[src/rtl/note_key_encoder.sv]
// Synchronises and debounces eight piano keys, then encodes a single pressed key into a 4-bit note code.
// Latency: DEBOUNCE_CYCLES+1 edges to deb_keys, DEBOUNCE_CYCLES+2 edges to note/note_strobe.
// Backpressure: none; free-running stage with no handshake, and the output is always valid.
module note_key_encoder #(
    parameter int DEBOUNCE_CYCLES = 1000000,
    parameter int CNT_W           = 20
) (
    input  logic       CLK,
    input  logic       RESET_N,
    input  logic [7:0] keys,
    output logic [3:0] note,
    output logic       note_strobe,
    output logic [7:0] deb_keys
);

    localparam logic [CNT_W-1:0] LAST_CNT = CNT_W'(DEBOUNCE_CYCLES - 1);
    localparam logic [CNT_W-1:0] CNT_ONE  = CNT_W'(1);

    // Note codes shared with the song-tracking state machines.
    localparam logic [3:0] NOTE_NONE = 4'd0;
    localparam logic [3:0] NOTE_C4   = 4'd1;
    localparam logic [3:0] NOTE_D    = 4'd2;
    localparam logic [3:0] NOTE_E    = 4'd3;
    localparam logic [3:0] NOTE_F    = 4'd4;
    localparam logic [3:0] NOTE_G    = 4'd5;
    localparam logic [3:0] NOTE_A    = 4'd6;
    localparam logic [3:0] NOTE_B    = 4'd7;
    localparam logic [3:0] NOTE_C5   = 4'd8;

    logic [7:0]       sync1;
    logic [7:0]       sync2;
    logic [CNT_W-1:0] cnt [8];
    logic [3:0]       next_note;
    logic             next_strobe;

    // Two-flop synchroniser; sync2 is the sampled key level.
    always_ff @(posedge CLK or negedge RESET_N) begin
        if (!RESET_N) begin
            sync1 <= 8'h00;
            sync2 <= 8'h00;
        end else begin
            sync1 <= keys;
            sync2 <= sync1;
        end
    end

    // Per-key debounce: a level change is accepted only after it has been seen
    // for DEBOUNCE_CYCLES consecutive edges; any bounce back restarts the count.
    always_ff @(posedge CLK or negedge RESET_N) begin
        if (!RESET_N) begin
            deb_keys <= 8'h00;
            for (int i = 0; i < 8; i++) begin
                cnt[i] <= '0;
            end
        end else begin
            for (int i = 0; i < 8; i++) begin
                if (sync2[i] == deb_keys[i]) begin
                    cnt[i] <= '0;
                end else if (cnt[i] == LAST_CNT) begin
                    deb_keys[i] <= sync2[i];
                    cnt[i]      <= '0;
                end else begin
                    cnt[i] <= cnt[i] + CNT_ONE;
                end
            end
        end
    end

    // One-hot key vector to note code; silence and chords both map to none.
    // The strobe fires only when a new, non-none code is about to load.
    always_comb begin
        next_note = NOTE_NONE;
        case (deb_keys)
            8'h01:   next_note = NOTE_C4;
            8'h02:   next_note = NOTE_D;
            8'h04:   next_note = NOTE_E;
            8'h08:   next_note = NOTE_F;
            8'h10:   next_note = NOTE_G;
            8'h20:   next_note = NOTE_A;
            8'h40:   next_note = NOTE_B;
            8'h80:   next_note = NOTE_C5;
            default: next_note = NOTE_NONE;
        endcase
        next_strobe = (next_note != NOTE_NONE) && (next_note != note);
    end

    // Registered note code and onset strobe.
    always_ff @(posedge CLK or negedge RESET_N) begin
        if (!RESET_N) begin
            note        <= NOTE_NONE;
            note_strobe <= 1'b0;
        end else begin
            note        <= next_note;
            note_strobe <= next_strobe;
        end
    end

endmodule

[config.mk]
export PLATFORM = sky130hd
export DESIGN_NAME = note_key_encoder
export DESIGN_NICKNAME = d
export VERILOG_FILES = /design/src/rtl/note_key_encoder.sv
export SDC_FILE = /design/constraint.sdc
export NUM_CORES = 1
export LEC_CHECK = 0
export ABC_AREA = 1
export CORE_MARGIN = 8
export CORE_UTILIZATION = 62
export CTS_BUF_LIST = sky130_fd_sc_hd__clkbuf_8 sky130_fd_sc_hd__clkbuf_16
export DETAILED_ROUTE_END_ITERATION = 6
export PLACE_DENSITY = 0.76
export SETUP_SLACK_MARGIN = 0.5
export SYNTH_ARGS = -nofsm -noshare
export SYNTH_HDL_FRONTEND = slang
export SYNTH_SLANG_ARGS = --single-unit
export TNS_END_PERCENT = 20
[constraint.sdc]
create_clock -name CLK -period 1.9 [get_ports CLK]
set_input_delay 0.285 -clock CLK [delete_from_list [all_inputs] [get_ports CLK]]
set_output_delay 0.285 -clock CLK [all_outputs]
set_load 0.05 [all_outputs]
==> results of run 1 <==
## Yosys cell counts (all sizes together)
cell    number
xnor2       17
dfrtp      189
nor3        78
o21ai       27
a31o         2
nor4         2
xor2        51
a211oi       3
and3         6
buf          6
mux2         3
a21oi       39
nor3b       10
ha           8
a31oi        3
nand2      202
o21bai       1
nand4       34
nand3       86
nand3b       5
o21a         1
inv        176
nor2       267
## stage by stage
step / instance area, sq um / util [%] / setup WS [ps] / std cells
4_1_cts: 11700 / 74.6 / 293 / 1532
5_1_grt: 12300 / 78.3 / 192 / 1555
6_report: 12300 / 78.3 / 292 / 1555
3_3_place_gp: 10400 / 66.5 / 266 / 1457
2_1_floorplan: 9890 / - / 465 / 1216
3_5_place_dp: 10400 / 66.5 / 232 / 1457
## where the power goes
group	total [mW]	switching [mW]	internal, mW
clock	3.75	1.61	2.14
sequential	4.14	0.0604	4.08
combinational	0.413	0.239	0.174
## state kept, by name, summed over array words and instances (netlist names)
register and count:
cnt 160, deb_keys 8, sync1 8, sync2 8
note 4, note_strobe 1
## how the worst min path moves through the flow
stage	cells past startpoint	to	slack [ps]
2_1_floorplan	0	cnt[0]$_DFF_PN0_	-10
3_3_place_gp	1	cnt[116]$_DFF_PN0_	260
3_5_place_dp	1	cnt[109]$_DFF_PN0_	260
4_1_cts	1	sync1[7]$_DFF_PN0_	270
5_1_grt	1	sync1[1]$_DFF_PN0_	270
6_report	1	sync1[4]$_DFF_PN0_	280
## final cells by class
type / count / share of cell area, %
clock inverters: 14 / 1.50
inverters: 176 / 5.55
clock buffers: 18 / 3.58
well taps: 216 / 2.20
multi-input cells: 845 / 41.4
flip-flops and latches: 189 / 38.7
repair buffers: 97 / 7.02
## timing repair
action | in CTS | in global routing
hold endpoints to repair | 45 | 0
gates resized for setup | 90 | 100
hold buffers | 1 | 0
pin swaps | 32 | 39
setup buffers | 41 | 23
endpoints found under the setup margin | 144 | 157
gates cloned | 1 | 0
## cell families after synthesis
family / count (synthesis) / share of synthesized area (%)
and+or+nand+nor: 690 / 33.0
DFF: 189 / 48.3
adders and majority gates: 8 / 1.02
buffers and inverters: 182 / 7.11
muxes: 3 / 0.345
AOI/OAI and AO/OA: 76 / 4.13
xor gates and xnor gates: 68 / 6.08
## metal layers
layer  up-vias  track usage, %
li1       4097               -
met1      4028            28.1
met4         0            8.37
met2       237            38.0
met3        53            4.27
met5         -               0
## critical path, delay by kind of cell (launching register included)
kind / cells / cell delay, ps
flip-flops: 1 / 420
adder cells (fa/ha/maj): 1 / 170
XOR/XNOR: 1 / 200
AND/OR/NAND/NOR: 5 / 690
==> run summary, run 1 <==
Number of port buffers: 22
CP max FO: 3
CTS Buffer Depth: 2
Most used cell, CP: nor2_4
Most common cell after layout, fill and taps aside: nor2_1
GR Overflow Total: 0
Worst-Margin Slew: 473 ps
Fill cells: 1031
Outcome: complete, no violations
WHS: 284 ps
Reg-to-Reg Start: cnt[100]$_DFF_PN0_
HPWL Detailed: 14100 um
Share of cells above drive strength 1: 23.1%
Total negative slack: 0 ps
Synth Warn #: 0
CP Capture Type: flop
Area occupied by multi-input gates: 0.00508 sq mm
Yosys top cell by area: dfrtp_1
WL met3: 1010 um
1st-pass router iterations: 5
Unrepaired setup endpoints after global routing: yes
R2R Setup Slk: 290 ps
Clock root buffer: clkbuf_16
Max-slew violations: 0
Critical Path Source: cnt[100]$_DFF_PN0_
Wl on met1: 9700 um
Post-synth cell types: 35
CP Cell Sequence: ha_4 -> nand4_1 -> nor2_4 -> nand2_2 -> nor2_4 -> xor2_2 -> nor2_4
Final Setup Violations: 0
Leakage dissipation: 5.43 nW
TritonCTS clock tree: built
Max VDD drop: 650 uV
Initial core utilization: 62.5%
Cell Area, Synth: 0.00979 sq mm
Vias: 8415
Mapped Avg Cell Area: 8.05 sq um
Critical Path AT: 1930 ps
Max layer used: met4
Final hold viol count: 0
GRT Total Usage: 22.5%
Pwr per Cell Area: 677 mW/mm^2
Register bit count reported by yosys: 189
CTS buffer count: 17
Syn Inst Count: 1216
Net Count, Synth: 1234
# DRC: 0
Post-synth top area share: 48.3%
Antenna cells: 0
Worst skew pair latency: 440 ps
First-pass GRT wire length: 37100 um
R2r endpoint: cnt[118]$_DFF_PN0_
Num rows: 46
Crit start category: flop
RePlAce Congestion: 0.899
DIE AREA: 0.0201 sq mm
CTS H-Tree Depth: 4
Most frequent cells in the layout: 218 x nor2_1, 178 x nand2_1, 175 x dfrtp_1
Routed len/inst: 14.5 um
DRT iter0 DRCs: 472
Chip Width: 142 um
Total Wirelength: 22600 um
CORE AREA: 0.0157 sq mm
Initial antenna violation count: 0
Req. time, crit path: 2220 ps
Total power: 8.30 mW
Largest stage delay on the critical path: 420 ps
Vias in the first global route: 8110
Max Freq: 0.622 GHz
Top-Level Pins: 23
Worst Hold Class: input pin to flop
Largest net degree at the start of global routing: 55
Routed Antenna Nets: 0
Worst reg2reg path depth: 7
Crit path kind: flop to flop
Vias per inst: 5.41
End of the critical path: cnt[118]$_DFF_PN0_
Total clock sinks: 189
Max_cap viols: 0
Storage cell area: 0.00475 sq mm
Met2 Wirelength: 11400 um
Worst-path clk slew: 70 ps
Slew headroom: 68.4%
Nets: 1344
Top cells by area, synth: dfrtp_1 48%, nor2_1 9.7%, nand2_1 7.3%
Post-synthesis sequential area ratio: 48.3%
Min-delay src: keys[4]
Area grow syn2layout: 25.3%
Die Span Y: 142 um
Setup Skew: 13.0 ps
Min Tclk post-route: 1610 ps
Tcrit/Tclk final: 84.6%
CP max-delay cell: dfrtp_2
Power figures use the tool's default switching activity.
==> run 2: changes to the inputs <==
- CORE_UTILIZATION: 62 -> 56
- PLACE_DENSITY: 0.76 -> 0.72
- clock period: 1.9 -> 1.3 ns (I/O delays scaled with it)
==> run 2 against run 1 <==
- the flow now finishes with violations (hold timing, setup timing)
- critical path type unchanged
- worst hold slack worse by 610 ps
- setup slack got worse by 740 ps
- total power is 45% higher
- clock power up 39%
- fmax decreased by 8.1%
- final area up 19%
- clock-buffer cell count is 1 lower
- sequential cell count is the same
- critical endpoint is now cnt[158]$_DFF_PN0_
- die area is 9.5% higher
==> run summary, run 2 (synthesized netlist as in run 1, its figures left out) <==
HPWL Detailed: 17100 um
Max_cap viols: 0
Dpl cells: 1714
Largest net degree at the start of global routing: 42
Worst skew pair latency: 440 ps
Vias: 9984
CP max FO: 4
Max Freq: 0.571 GHz
Crit path kind: flop to flop
Total Wirelength: 30400 um
Failing checks: hold timing, setup timing
Chip Width: 148 um
# DRC: 0
Crit start category: flop
Tcrit/Tclk final: 135%
Number of port buffers: 22
GRT Total Usage: 24.3%
DRT iter0 DRCs: 681
Worst-path clk slew: 80 ps
RePlAce Congestion: 0.883
Die Span Y: 148 um
Share of cells above drive strength 1: 39.3%
CTS buffer count: 17
Req. time, crit path: 1620 ps
Routed Antenna Nets: 0
Final hold viol count: 32
Leakage dissipation: 6.62 nW
1st-pass router iterations: 5
Setup WS post-layout: -450 ps
TritonCTS clock tree: built
DIE AREA: 0.0220 sq mm
Outcome: finished with violations
Final Setup Violations: 164
Nets: 1569
Total clock sinks: 189
Vias in the first global route: 9643
Pwr per Cell Area: 824 mW/mm^2
Area grow syn2layout: 49.0%
Initial antenna violation count: 0
Max VDD drop: 902 uV
Antenna cells: 0
Most common cell after layout, fill and taps aside: buf_4
Unrepaired setup endpoints after global routing: yes
Setup Skew: 10.9 ps
Top-Level Pins: 23
CORE AREA: 0.0172 sq mm
Vias per inst: 5.58
Initial core utilization: 57.0%
Max FFs per register: 160
CP Capture Type: flop
Critical Path AT: 2070 ps
Pre-CTS setup slack: -250 ps
WHS: -325 ps
First-pass GRT wire length: 43800 um
Worst-Margin Slew: 428 ps
Min Tclk post-route: 1750 ps
Worst Hold Class: input pin to async pin
Clock root buffer: clkbuf_16
Slew headroom: 71.3%
Routed len/inst: 17.0 um
CTS H-Tree Depth: 4
Area occupied by multi-input gates: 0.00547 sq mm
Non-filler instance count after layout: 1789
Max-slew violations: 0
Fill cells: 893
Total negative slack: -31170 ps
Most frequent cells in the layout: 252 x buf_4, 196 x nor2_1, 177 x dfrtp_1
CTS Buffer Depth: 2
Num rows: 48
Storage cell area: 0.00474 sq mm
Most flops, register: cnt
Total power: 12.0 mW
GR Overflow Total: 0
run 2: final timing paths:
kind | cells after the start | end | from | slack, ps
setup reg to reg | 7 | cnt[158]$_DFF_PN0_ | cnt[140]$_DFF_PN0_ | -450
min in group CLK | 1 | sync1[5]$_DFF_PN0_ | keys[5] | 180
hold reg to reg | 0 | sync2[4]$_DFF_PN0_ | sync1[4]$_DFF_PN0_ | 350
setup / recovery | 7 | cnt[158]$_DFF_PN0_ | cnt[140]$_DFF_PN0_ | -450
hold / removal | 1 | cnt[115]$_DFF_PN0_ | RESET_N | -330
max in group asynchronous | 2 | cnt[22]$_DFF_PN0_ | RESET_N | 1030
run 2: metal layers:
layer  wire (um)  share of wire [%]  GRT usage, %
met1       11700                 38          29.3
met3        1660                5.5          3.74
met5           0                  0             0
met2       15700                 52          42.9
met4        1340                4.4          9.18
run 2: worst max-delay path, cell delays in order (launching register included):
cell and delay (ps):
dfrtp_1 450, ha_4 200, nand3_4 110, nor3_2 250, nand2_1 160, nor2_1 180
xor2_1 200, nor2_1 70
run 2: through the flow:
stage | cell area, sq um | utilization (%) | hold WS [ps]
5_1_grt | 14600 | 84.9 | -314
4_1_cts | 13800 | 80.2 | -320
3_3_place_gp | 12500 | 72.9 | 140
2_1_floorplan | 9950 | - | -101
6_report | 14600 | 84.9 | -325
3_5_place_dp | 12500 | 72.9 | 145
run 2: final cells by class:
type,count,share of cell area (%)
inverters,176,4.70
well taps,225,1.93
repair buffers,322,19.3
flip-flops and latches,189,32.5
multi-input cells,845,37.5
clock inverters,15,1.08
clock buffers,17,2.92
run 2: power breakdown:
part           leakage (nW)  switching, mW  internal [mW]
combinational          3.78          0.428          0.322
clock                 0.272           2.51           2.71
sequential             2.56         0.0896           5.96
run 2: repair_timing:
action | in CTS | in global routing
cloned | 0 | 1
pin swaps | 39 | 46
resized for setup | 132 | 163
hold endpoints to repair | 31 | 31
setup endpoints to repair | 186 | 186
setup buffers | 22 | 20
==> edit: new RTL, settings of run 2 <==
Make the reset (`RESET_N`) synchronous in 3 clocked blocks.
--- a/src/rtl/note_key_encoder.sv
+++ b/src/rtl/note_key_encoder.sv
@@ -34,7 +34,7 @@
     logic             next_strobe;
 
     // Two-flop synchroniser; sync2 is the sampled key level.
-    always_ff @(posedge CLK or negedge RESET_N) begin
+    always_ff @(posedge CLK) begin
         if (!RESET_N) begin
             sync1 <= 8'h00;
             sync2 <= 8'h00;
@@ -46,7 +46,7 @@
 
     // Per-key debounce: a level change is accepted only after it has been seen
     // for DEBOUNCE_CYCLES consecutive edges; any bounce back restarts the count.
-    always_ff @(posedge CLK or negedge RESET_N) begin
+    always_ff @(posedge CLK) begin
         if (!RESET_N) begin
             deb_keys <= 8'h00;
             for (int i = 0; i < 8; i++) begin
@@ -85,7 +85,7 @@
     end
 
     // Registered note code and onset strobe.
-    always_ff @(posedge CLK or negedge RESET_N) begin
+    always_ff @(posedge CLK) begin
         if (!RESET_N) begin
             note        <= NOTE_NONE;
             note_strobe <= 1'b0;
Check against the original RTL: no difference found for any inputs over 10 cycles, from zero or initial values and one cycle with RESET_N low; that may be too few to reach the edited logic, so the function may still have changed.
==> edit against run 2 <==
- the run ends with negative setup slack left
- synthesized cell count increased by 5.3%
- routed wire length decreased by 1.6%
- sequential cell count unchanged
- critical endpoint is now cnt[0][54]
- area after synthesis increased by 8.5%
- cell count increased by 16%
- total power increased by 12%
- cell area increased by 9.8%
- via count increased by 7.1%
- setup slack got worse by 0.090 ns
- non-clock buffer count increased by 54
==> edit: results (changes against run 2) <==
- The run finished, with violations left.
- The final reports fail on negative setup slack.
* Wire length of the first global-routing pass: 45200 µm (+3.1%)
* FF/Latch Area: 5420 µm² (+14%)
- The number of distinct standard cells referenced by the synthesized netlist came to 38 (+8.6%).
- The overall routing resource usage was 23.0% (-1.3 points).
* Number of fill cells in the layout: 1017 (+14%)
* Pre-CTS setup slack: -0.563 ns (-0.313 ns)
* Number of global-route vias before repair: 10400 (+7.6%)
- The worst vdd rail ir drop is 0.00116 V (+29%).
- The cell leakage power came to 7.03 nW (+6.2%).
* DR vias: 10700 (+7.1%)
- The number of DRC violations after detailed-routing iteration 0 was 832 (+22%).
- Worst reg2reg path startpoint: cnt[0][40]
- Count of flip-flops with a built-in enable after synthesis: 160 (+160)
* Xor and xnor area share after synthesis: 4.29% (-1.8 points)
- Synth Area in Adders: 0.942% (-0.080 points)
- Last weighted congestion value of the routability-driven placer: 0.885 (+0.28%)
- The data arrival time of the worst path was 2.03 ns (-0.04 ns).
- The largest driver fanout on the critical path came to 5 (+1).
* Most area-consuming cells after synthesis: sky130_fd_sc_hd__edfxtp_1, sky130_fd_sc_hd__nand2_1, sky130_fd_sc_hd__nor2_1, sky130_fd_sc_hd__inv_1, sky130_fd_sc_hd__dfxtp_1
- Class of the worst hold path: input port to register
* Pre-Repair DR Iteration Count: 6 (+1)
* Top cell types by occurrence after synthesis: sky130_fd_sc_hd__nand2_1, sky130_fd_sc_hd__nor2_1, sky130_fd_sc_hd__inv_1
- Startpoint type of the worst setup path: register
- Area fraction in compound gates after synthesis: 4.57% (+0.44 points)
- WHS: 0.192 ns (+0.517 ns)
- Ratio of cells with drive above 1 in the final layout: 32.4% (-6.9 points)
- Post-synth ARST share: 0% (-100 points)
- Summed negative setup slack over all endpoints: -67.59 ns (-36.42 ns)
- Sequential cell area fraction in the yosys report: 50.7% (+2.4 points)
- Estimated wirelength of the detail-placed design: 18300 µm (+7.0%)
* Total CTS buffers: 17 (unchanged)
- The count of warnings emitted by yosys is 0 (unchanged).
- The number of failing setup endpoints in the final timing report was 171 (+4.3%).
- Mux contribution to synthesized area: 0% (-0.35 points)
- The cell area after placement was 14300 µm² (+15%).
- The pin count of the biggest net entering global routing is 22 (-48%).
- The average wire per standard cell was 14.4 µm (-15%).
- The final critical-path setup slack was -0.540 ns (-0.0897 ns).
[edit: report_power, final]
group	internal [W]	switching, W	leakage, nW
Clock	0.00287	0.00244	0.291
Sequential	0.00678	0.000187	1.90
Combinational	0.000560	0.000660	4.84
Total	0.0102	0.00328	7.03
[edit: through the flow]
| stage | instances | total power, W |
|---|---|---|
| floorplan | 1440 | 0.00758 |
| global placement | 1998 | 0.00809 |
| detailed placement | 1998 | 0.00814 |
| CTS | 2049 | 0.0134 |
| global route | 2071 | 0.0139 |
| finish | 2071 | 0.0135 |
[edit: per-layer routing]
| metal | part of all wire [%] | GRT usage, % |
|---|---|---|
| met1 | 40 | 26.4 |
| met2 | 52 | 42.1 |
| met3 | 5.4 | 3.56 |
| met4 | 3.4 | 9.15 |
| met5 | 0 | 0 |
[edit: area by class of cell]
| type | instances | area share [%] |
|---|---|---|
| multi-input combinational | 1064 | 36.4 |
| sequential | 189 | 33.9 |
| timing repair buffer | 376 | 20.1 |
| inverter | 176 | 4.13 |
| clock buffer | 17 | 2.66 |
| tap | 234 | 1.83 |
| clock inverter | 15 | 1.00 |
[edit: cell families after synthesis]
| logic type | Yosys count |
|---|---|
| DFF | 189 |
| and+or+nand+nor | 743 |
| AOI/OAI and AO/OA | 95 |
| adders and majority gates | 8 |
| xor gates and xnor gates | 52 |
| buffers and inverters | 193 |
| other | 1 |
[edit: timing repair]
item / CTS / global route
resized for setup: 105 / 84
endpoints found under the setup margin: 187 / 191
setup buffers: 12 / 18
gates cloned: 7 / 4
pin swaps: 34 / 29
[edit: critical path: stages (launching register included)]
cell,delay (ns)
sky130_fd_sc_hd__edfxtp_1,0.36
sky130_fd_sc_hd__ha_2,0.22
sky130_fd_sc_hd__nand2_4,0.06
sky130_fd_sc_hd__nor2_4,0.12
sky130_fd_sc_hd__nand3_2,0.10
sky130_fd_sc_hd__nor2_2,0.12
sky130_fd_sc_hd__nand4_1,0.21
sky130_fd_sc_hd__nand2_4,0.20
sky130_fd_sc_hd__buf_6,0.15
sky130_fd_sc_hd__nor3_2,0.04
[edit: worst paths after layout]
path              cells past startpoint    endpoint
setup reg to reg                      9  cnt[0][54]
hold reg to reg                       2    sync2[1]
hold / removal                        4    sync2[7]
setup / recovery                      9  cnt[0][54]
